===== src/rtl/delay_pulse_analyzer.sv =====
`default_nettype none
// ============================================================================
//  Module      : delay_pulse_analyzer
//  Description : Measures, per channel, the delay from the period marker t0 to
//                the first rising edge of a pulse input and that pulse's high
//                width. Results for each closed period are published as a
//                frame with a valid/ready handshake; frames that cannot be
//                delivered are counted as overruns.
//  Options     : DELAY_PULSE_ANALYZER_PERIOD_EN adds meas_period, the t0-to-t0
//                spacing in clocks, carried with each frame.
//  Revision    : 1.0 - initial release
// ============================================================================
module delay_pulse_analyzer #(
  parameter int NCHANNELS = 9,
  parameter int WIDTH     = 32
) (
  input  logic                       clk,
  input  logic                       reset,
  input  logic                       t0,
  input  logic [NCHANNELS-1:0]       pins,
  output logic [NCHANNELS*WIDTH-1:0] meas_delay,
  output logic [NCHANNELS*WIDTH-1:0] meas_width,
  output logic [NCHANNELS-1:0]       rise_seen,
  output logic [NCHANNELS-1:0]       fall_seen,
  output logic                       frame_valid,
  input  logic                       frame_ready,
`ifdef DELAY_PULSE_ANALYZER_PERIOD_EN
  output logic [WIDTH-1:0]           meas_period,
`endif
  output logic [7:0]                 overrun_count
);

  typedef enum logic [1:0] {
    S_IDLE = 2'd0,
    S_HIGH = 2'd1,
    S_DONE = 2'd2
  } state_t;

  // Elapsed counter: r_e holds last cycle's value, w_e is this cycle's value
  // (already zero when t0 is high), so captures see the post-load count.
  logic [WIDTH-1:0]           r_e;
  logic [WIDTH-1:0]           w_e;
  logic [NCHANNELS-1:0]       r_prev;
  logic [NCHANNELS-1:0]       w_rise;
  logic [NCHANNELS-1:0]       w_fall;
  logic                       r_started;
  logic                       w_close;
  logic                       w_accept;

  logic [NCHANNELS*WIDTH-1:0] w_snap_delay;
  logic [NCHANNELS*WIDTH-1:0] w_snap_width;
  logic [NCHANNELS-1:0]       w_snap_rise;
  logic [NCHANNELS-1:0]       w_snap_fall;

  logic [NCHANNELS*WIDTH-1:0] r_delay_o;
  logic [NCHANNELS*WIDTH-1:0] r_width_o;
  logic [NCHANNELS-1:0]       r_rise_o;
  logic [NCHANNELS-1:0]       r_fall_o;
  logic                       r_valid;
  logic [7:0]                 r_overrun;

  assign w_e      = t0 ? '0 : ((&r_e) ? r_e : r_e + WIDTH'(1));
  assign w_rise   = pins & ~r_prev;
  assign w_fall   = ~pins & r_prev;
  // Only a t0 after the opening one closes a period and produces a frame.
  assign w_close  = t0 & r_started;
  assign w_accept = r_valid & frame_ready;

  genvar gi;
  generate
    for (gi = 0; gi < NCHANNELS; gi++) begin : g_ch
      state_t           r_state;
      state_t           w_state_nx;
      logic [WIDTH-1:0] r_dly;
      logic [WIDTH-1:0] r_wid;
      logic [WIDTH-1:0] w_dly_nx;
      logic [WIDTH-1:0] w_wid_nx;

      // Channel state and captured delay/width registers.
      always_ff @(posedge clk) begin
        if (reset) begin
          r_state <= S_IDLE;
          r_dly   <= '0;
          r_wid   <= '0;
        end else begin
          r_state <= w_state_nx;
          r_dly   <= w_dly_nx;
          r_wid   <= w_wid_nx;
        end
      end

      // Next state: any t0 restarts from IDLE and still honours its own edge.
      always_comb begin
        w_state_nx = r_state;
        w_dly_nx   = r_dly;
        w_wid_nx   = r_wid;
        if (t0) begin
          if (w_rise[gi]) begin
            w_state_nx = S_HIGH;
            w_dly_nx   = w_e;
          end else begin
            w_state_nx = S_IDLE;
          end
        end else begin
          case (r_state)
            S_IDLE: begin
              if (w_rise[gi]) begin
                w_state_nx = S_HIGH;
                w_dly_nx   = w_e;
              end
            end
            S_HIGH: begin
              if (w_fall[gi]) begin
                w_state_nx = S_DONE;
                w_wid_nx   = w_e - r_dly;
              end
            end
            S_DONE:  w_state_nx = S_DONE;
            default: w_state_nx = S_IDLE;
          endcase
        end
      end

      // Stale captures are masked so idle/open channels report zero.
      assign w_snap_rise[gi] = (r_state != S_IDLE);
      assign w_snap_fall[gi] = (r_state == S_DONE);
      assign w_snap_delay[gi*WIDTH +: WIDTH] = (r_state != S_IDLE) ? r_dly : '0;
      assign w_snap_width[gi*WIDTH +: WIDTH] = (r_state == S_DONE) ? r_wid : '0;
    end
  endgenerate

`ifdef DELAY_PULSE_ANALYZER_PERIOD_EN
  logic [WIDTH-1:0] r_period_o;
`endif

  // Counter, edge history, frame snapshot, handshake and overrun tracking.
  always_ff @(posedge clk) begin
    if (reset) begin
      r_e        <= '0;
      r_prev     <= '0;
      r_started  <= 1'b0;
      r_delay_o  <= '0;
      r_width_o  <= '0;
      r_rise_o   <= '0;
      r_fall_o   <= '0;
      r_valid    <= 1'b0;
      r_overrun  <= '0;
`ifdef DELAY_PULSE_ANALYZER_PERIOD_EN
      r_period_o <= '0;
`endif
    end else begin
      r_e    <= w_e;
      r_prev <= pins;
      if (t0) begin
        r_started <= 1'b1;
      end
      if (w_close && (!r_valid || frame_ready)) begin
        // Output slot is free or being freed this cycle: take the new frame.
        r_delay_o  <= w_snap_delay;
        r_width_o  <= w_snap_width;
        r_rise_o   <= w_snap_rise;
        r_fall_o   <= w_snap_fall;
        r_valid    <= 1'b1;
`ifdef DELAY_PULSE_ANALYZER_PERIOD_EN
        r_period_o <= r_e + WIDTH'(1);
`endif
      end else begin
        if (w_close && (r_overrun != 8'hFF)) begin
          r_overrun <= r_overrun + 8'd1;
        end
        if (w_accept) begin
          r_valid <= 1'b0;
        end
      end
    end
  end

  assign meas_delay    = r_delay_o;
  assign meas_width    = r_width_o;
  assign rise_seen     = r_rise_o;
  assign fall_seen     = r_fall_o;
  assign frame_valid   = r_valid;
  assign overrun_count = r_overrun;
`ifdef DELAY_PULSE_ANALYZER_PERIOD_EN
  assign meas_period   = r_period_o;
`endif

endmodule
`default_nettype wire


===== config.mk =====
export PLATFORM = sky130hd
export DESIGN_NAME = delay_pulse_analyzer
export DESIGN_NICKNAME = d
export VERILOG_FILES = /design/src/rtl/delay_pulse_analyzer.sv
export SDC_FILE = /design/constraint.sdc
export NUM_CORES = 2
export LEC_CHECK = 0
export CAP_MARGIN = 20
export CORE_MARGIN = 5
export CORE_UTILIZATION = 58
export DETAILED_ROUTE_END_ITERATION = 7
export PLACE_DENSITY = 0.81
export SLEW_MARGIN = 20
export SYNTH_ARGS = -nofsm -noshare
export SYNTH_HDL_FRONTEND = slang
export SYNTH_SLANG_ARGS = --single-unit

===== constraint.sdc =====
create_clock -name clk -period 6.5 [get_ports clk]
set_clock_uncertainty 0.15 [all_clocks]
set_input_delay 0.65 -clock clk [delete_from_list [all_inputs] [get_ports clk]]
set_output_delay 0.65 -clock clk [all_outputs]
set_load 0.02 [all_outputs]

==> out/metrics.csv <==
metric;value;unit
crit_top_cell;o21ai_1;
synth_xor_area_share;3.74;%
finalWirelength;210000;um
grt_max_degree;224;
dpl.hpwl;149000;um
cts_resized;0;
die_y;331;um
drt-initial-drc-count;6172;
drc;0;
synth_warnings;0;
grt_pass1_vias;54000;
ir_drop;230;uV
combPwrFrac;6.8;%
fmaxAchievable;164;MHz
period_needed;6.11;ns
die_area;0.110;sq mm
synthArstFlopShare;0;%
cts_root_buf;clkbuf_16;
track_usage;36.2;%
viasPerCell;6.01;
critPathKind;flop to flop;
ys_ff_latch;1239;
route.vias.total;57700;
syn_to_final_growth;19.1;%
slew_violations;0;
cts_buffer_depth;3;
end_kind;flop;
fin_crit_sh;94.0;%
synth_cell_types;81;
p_leak;0.0262;uW
synth_simple_gate_area_share;22.8;%
drive_gt1_share;5.09;%
cp_top_family;simple AND/OR/NAND/NOR gates;
hp-class;input pin to flop;
placement.io_buffers;615;
clk_latency;0.76;ns
power.share.clock;45.9;%
antenna_found_initial;3;
boundaryPins;616;
rsz0062_at_grt;false;
grt_first_pass_wirelength;318000;um
globalplace.congestion;0.945;
worstPathRequired;7.00;ns
power.internal;12200;uW
hold_viol;0;
status;completed;
clkTransAtPathRegs;0.06;ns
cp_max_fo;15;
worst_slew_pin_slew;1.25;ns
slew_headroom;16.6;%
synth-compound-area-share;19.2;%
syn-num-nets;8151;
htree_levels;4;
setup_viol;0;
fin_tns_setup;0;ns
clock_sinks;1239;
max_stage_delay;0.69;ns
p_sw_share;24.6;%
numCtsBuffers;130;
cts_setup_buffers;0;
synth_top_family_by_area;simple AND/OR/NAND/NOR gates;
firstDrtPassIters;6;
cp_slowest_cell;nor2_4;
drt-wirelength-per-cell;21.9;um
synth_cells;7793;
ant_nets;0;
cp_cell_sequence;nand4_4 > nor4_4 > nor3b_4 > nand2b_1 > nor2_1 > xnor2_1 > nor2_4 > buf_4 > ha_1 > a41oi_1 > o21ai_0 > o21ai_1 > nor3_1 > or3_1 > o41ai_1 > o21ai_1 > a221oi_1 > or4_1 > nand3_1;
die_x;331;um
core;0.102;sq mm
synth_edf_count;0;
synth_mux_area_share;0.100;%
crit_arrival;6.61;ns
start_kind;flop;
grt_overflow;0;
synth-seq-area-share;41.4;%
net-switching-power;3980;uW
num-nets-final;8488;
rows;117;
pwr-share-seq;47.2;%
synthAdderAreaFrac;7.32;%
worst-path-buf-inv;1;
ctsHoldBuffers;0;
power.density;227;mW/mm^2
ff2ff_setup_slack;0.39;ns
syn_area;0.0599;sq mm
whs;0.190;ns
cap_violations;0;
synth-main-ff-cell;dfxtp_1;
synth.avg_cell_area;7.69;sq um
initial_utilization;58.6;%
cts_tree;done;
-- per-stage QoR --
| stage | std cells | setup WS (ns) | total power [uW] | utilization [%] | cell area, sq um |
|---|---|---|---|---|---|
| 2_1_floorplan | 7793 | 1.13 | 8580 | - | 59900 |
| 4_1_cts | 9595 | 0.400 | 16200 | 69.8 | 71300 |
| 5_1_grt | 9599 | 0.0827 | 16600 | 69.8 | 71400 |
| 3_3_place_gp | 9361 | 0.550 | 8880 | 65.7 | 67100 |
| 6_report | 9600 | 0.388 | 16200 | 69.8 | 71400 |
| 3_5_place_dp | 9362 | 0.428 | 8890 | 65.7 | 67100 |
-- logic make-up (layout without fill, tap and decap cells) --
kind of cell,count (synthesis),in the layout
simple gates,3069,3069
compound gates,2013,2013
flops,1239,1239
buf+inv,867,1305
fa+ha+maj,345,345
xor+xnor,254,254
mux,6,6
other cells,0,1
-- power by group through the flow --
| stage | Combinational (uW) | Clock, uW | Sequential, uW |
|---|---|---|---|
| detailed placement | 1070 | 0 | 7810 |
| global route | 1180 | 7800 | 7640 |
| floorplan | 772 | 0 | 7810 |
| CTS | 1080 | 7480 | 7640 |
| global placement | 1070 | 0 | 7810 |
| finish | 1100 | 7430 | 7640 |
-- Yosys cell counts (all sizes together), types with 14 or more instances --
master | number | area share [%]
nor2b | 45 | 0.47
nand3b | 39 | 0.49
nor2 | 556 | 3.5
o21bai | 33 | 0.41
a211o | 16 | 0.23
and2 | 18 | 0.19
and3 | 35 | 0.37
or3 | 32 | 0.34
nor3 | 356 | 3.0
nand2 | 1385 | 8.7
ha | 336 | 7.0
o21ai | 171 | 1.4
clkbuf | 478 | 3.0
or2 | 28 | 0.29
nor3b | 15 | 0.21
o211ai | 20 | 0.25
dfxtp | 1239 | 41
nand3 | 403 | 3.4
nand2b | 56 | 0.58
xor2 | 98 | 1.5
a211oi | 74 | 0.93
o31ai | 14 | 0.18
a31oi | 41 | 0.43
and4 | 15 | 0.22
inv | 346 | 2.2
nor4 | 15 | 0.18
a21oi | 1328 | 11
buf | 43 | 0.27
o21a | 40 | 0.50
a21o | 149 | 1.9
nand4 | 37 | 0.41
xnor2 | 156 | 2.3
-- final cells by class --
type / instances / area [sq um]
timing repair buffer: 726 / 7170
sequential: 1239 / 24800
clock buffer: 193 / 3760
fill: 8468 / 30800
antenna: 1 / 2.50
inverter: 346 / 1300
clock inverter: 40 / 459
tap: 1368 / 1710
multi-input combinational: 5687 / 32200
-- path summary, 6_finish.rpt --
check / to / cells past startpoint / startpoint
worst min register to register: meas_width[26]$_SDFFE_PP0P_ / 2 / meas_width[26]$_SDFFE_PP0P_
worst min-delay path: meas_delay[85]$_SDFFE_PP0P_ / 2 / reset
worst max register to register: g_ch[5].r_wid[29]$_SDFFE_PP0P_ / 19 / r_e[8]$_SDFF_PP0_
worst max-delay path: g_ch[5].r_wid[29]$_SDFFE_PP0P_ / 19 / r_e[8]$_SDFF_PP0_
-- cells in the final DEF (no fill, tap or decap), types with 44 or more instances in the layout --
cell type,synthesis,routed
a211oi_1,74,73
a21o_1,149,149
a21oi_1,1328,1328
buf_4,0,97
clkbuf_16,0,132
clkdlybuf4s50_1,0,613
dfxtp_1,1239,1239
ha_1,336,331
inv_1,346,344
nand2_1,1385,1385
nand2b_1,56,56
nand3_1,403,402
nor2_1,555,509
nor2b_1,45,44
nor3_1,356,356
o21ai_0,168,168
xnor2_1,156,156
xor2_1,97,97
-- per-layer routing --
layer,GRT usage (%),routed length (um),vias to the layer above
li1,-,-,27300
met1,47.8,86400,27400
met2,58.1,95900,2448
met3,6.95,17600,478
met4,16.0,10400,2
met5,0,19,-
-- registers in the layout (all words and copies together), names as in the netlist --
name / count
g_ch.r_state: 18
r_prev: 9
overrun_count: 8
meas_delay: 288
r_e: 32
fall_seen: 9
rise_seen: 9
g_ch.r_wid: 288
r_started: 1
frame_valid: 1
meas_width: 288
g_ch.r_dly: 288
Note: power is estimated with default switching activity, not from simulation.
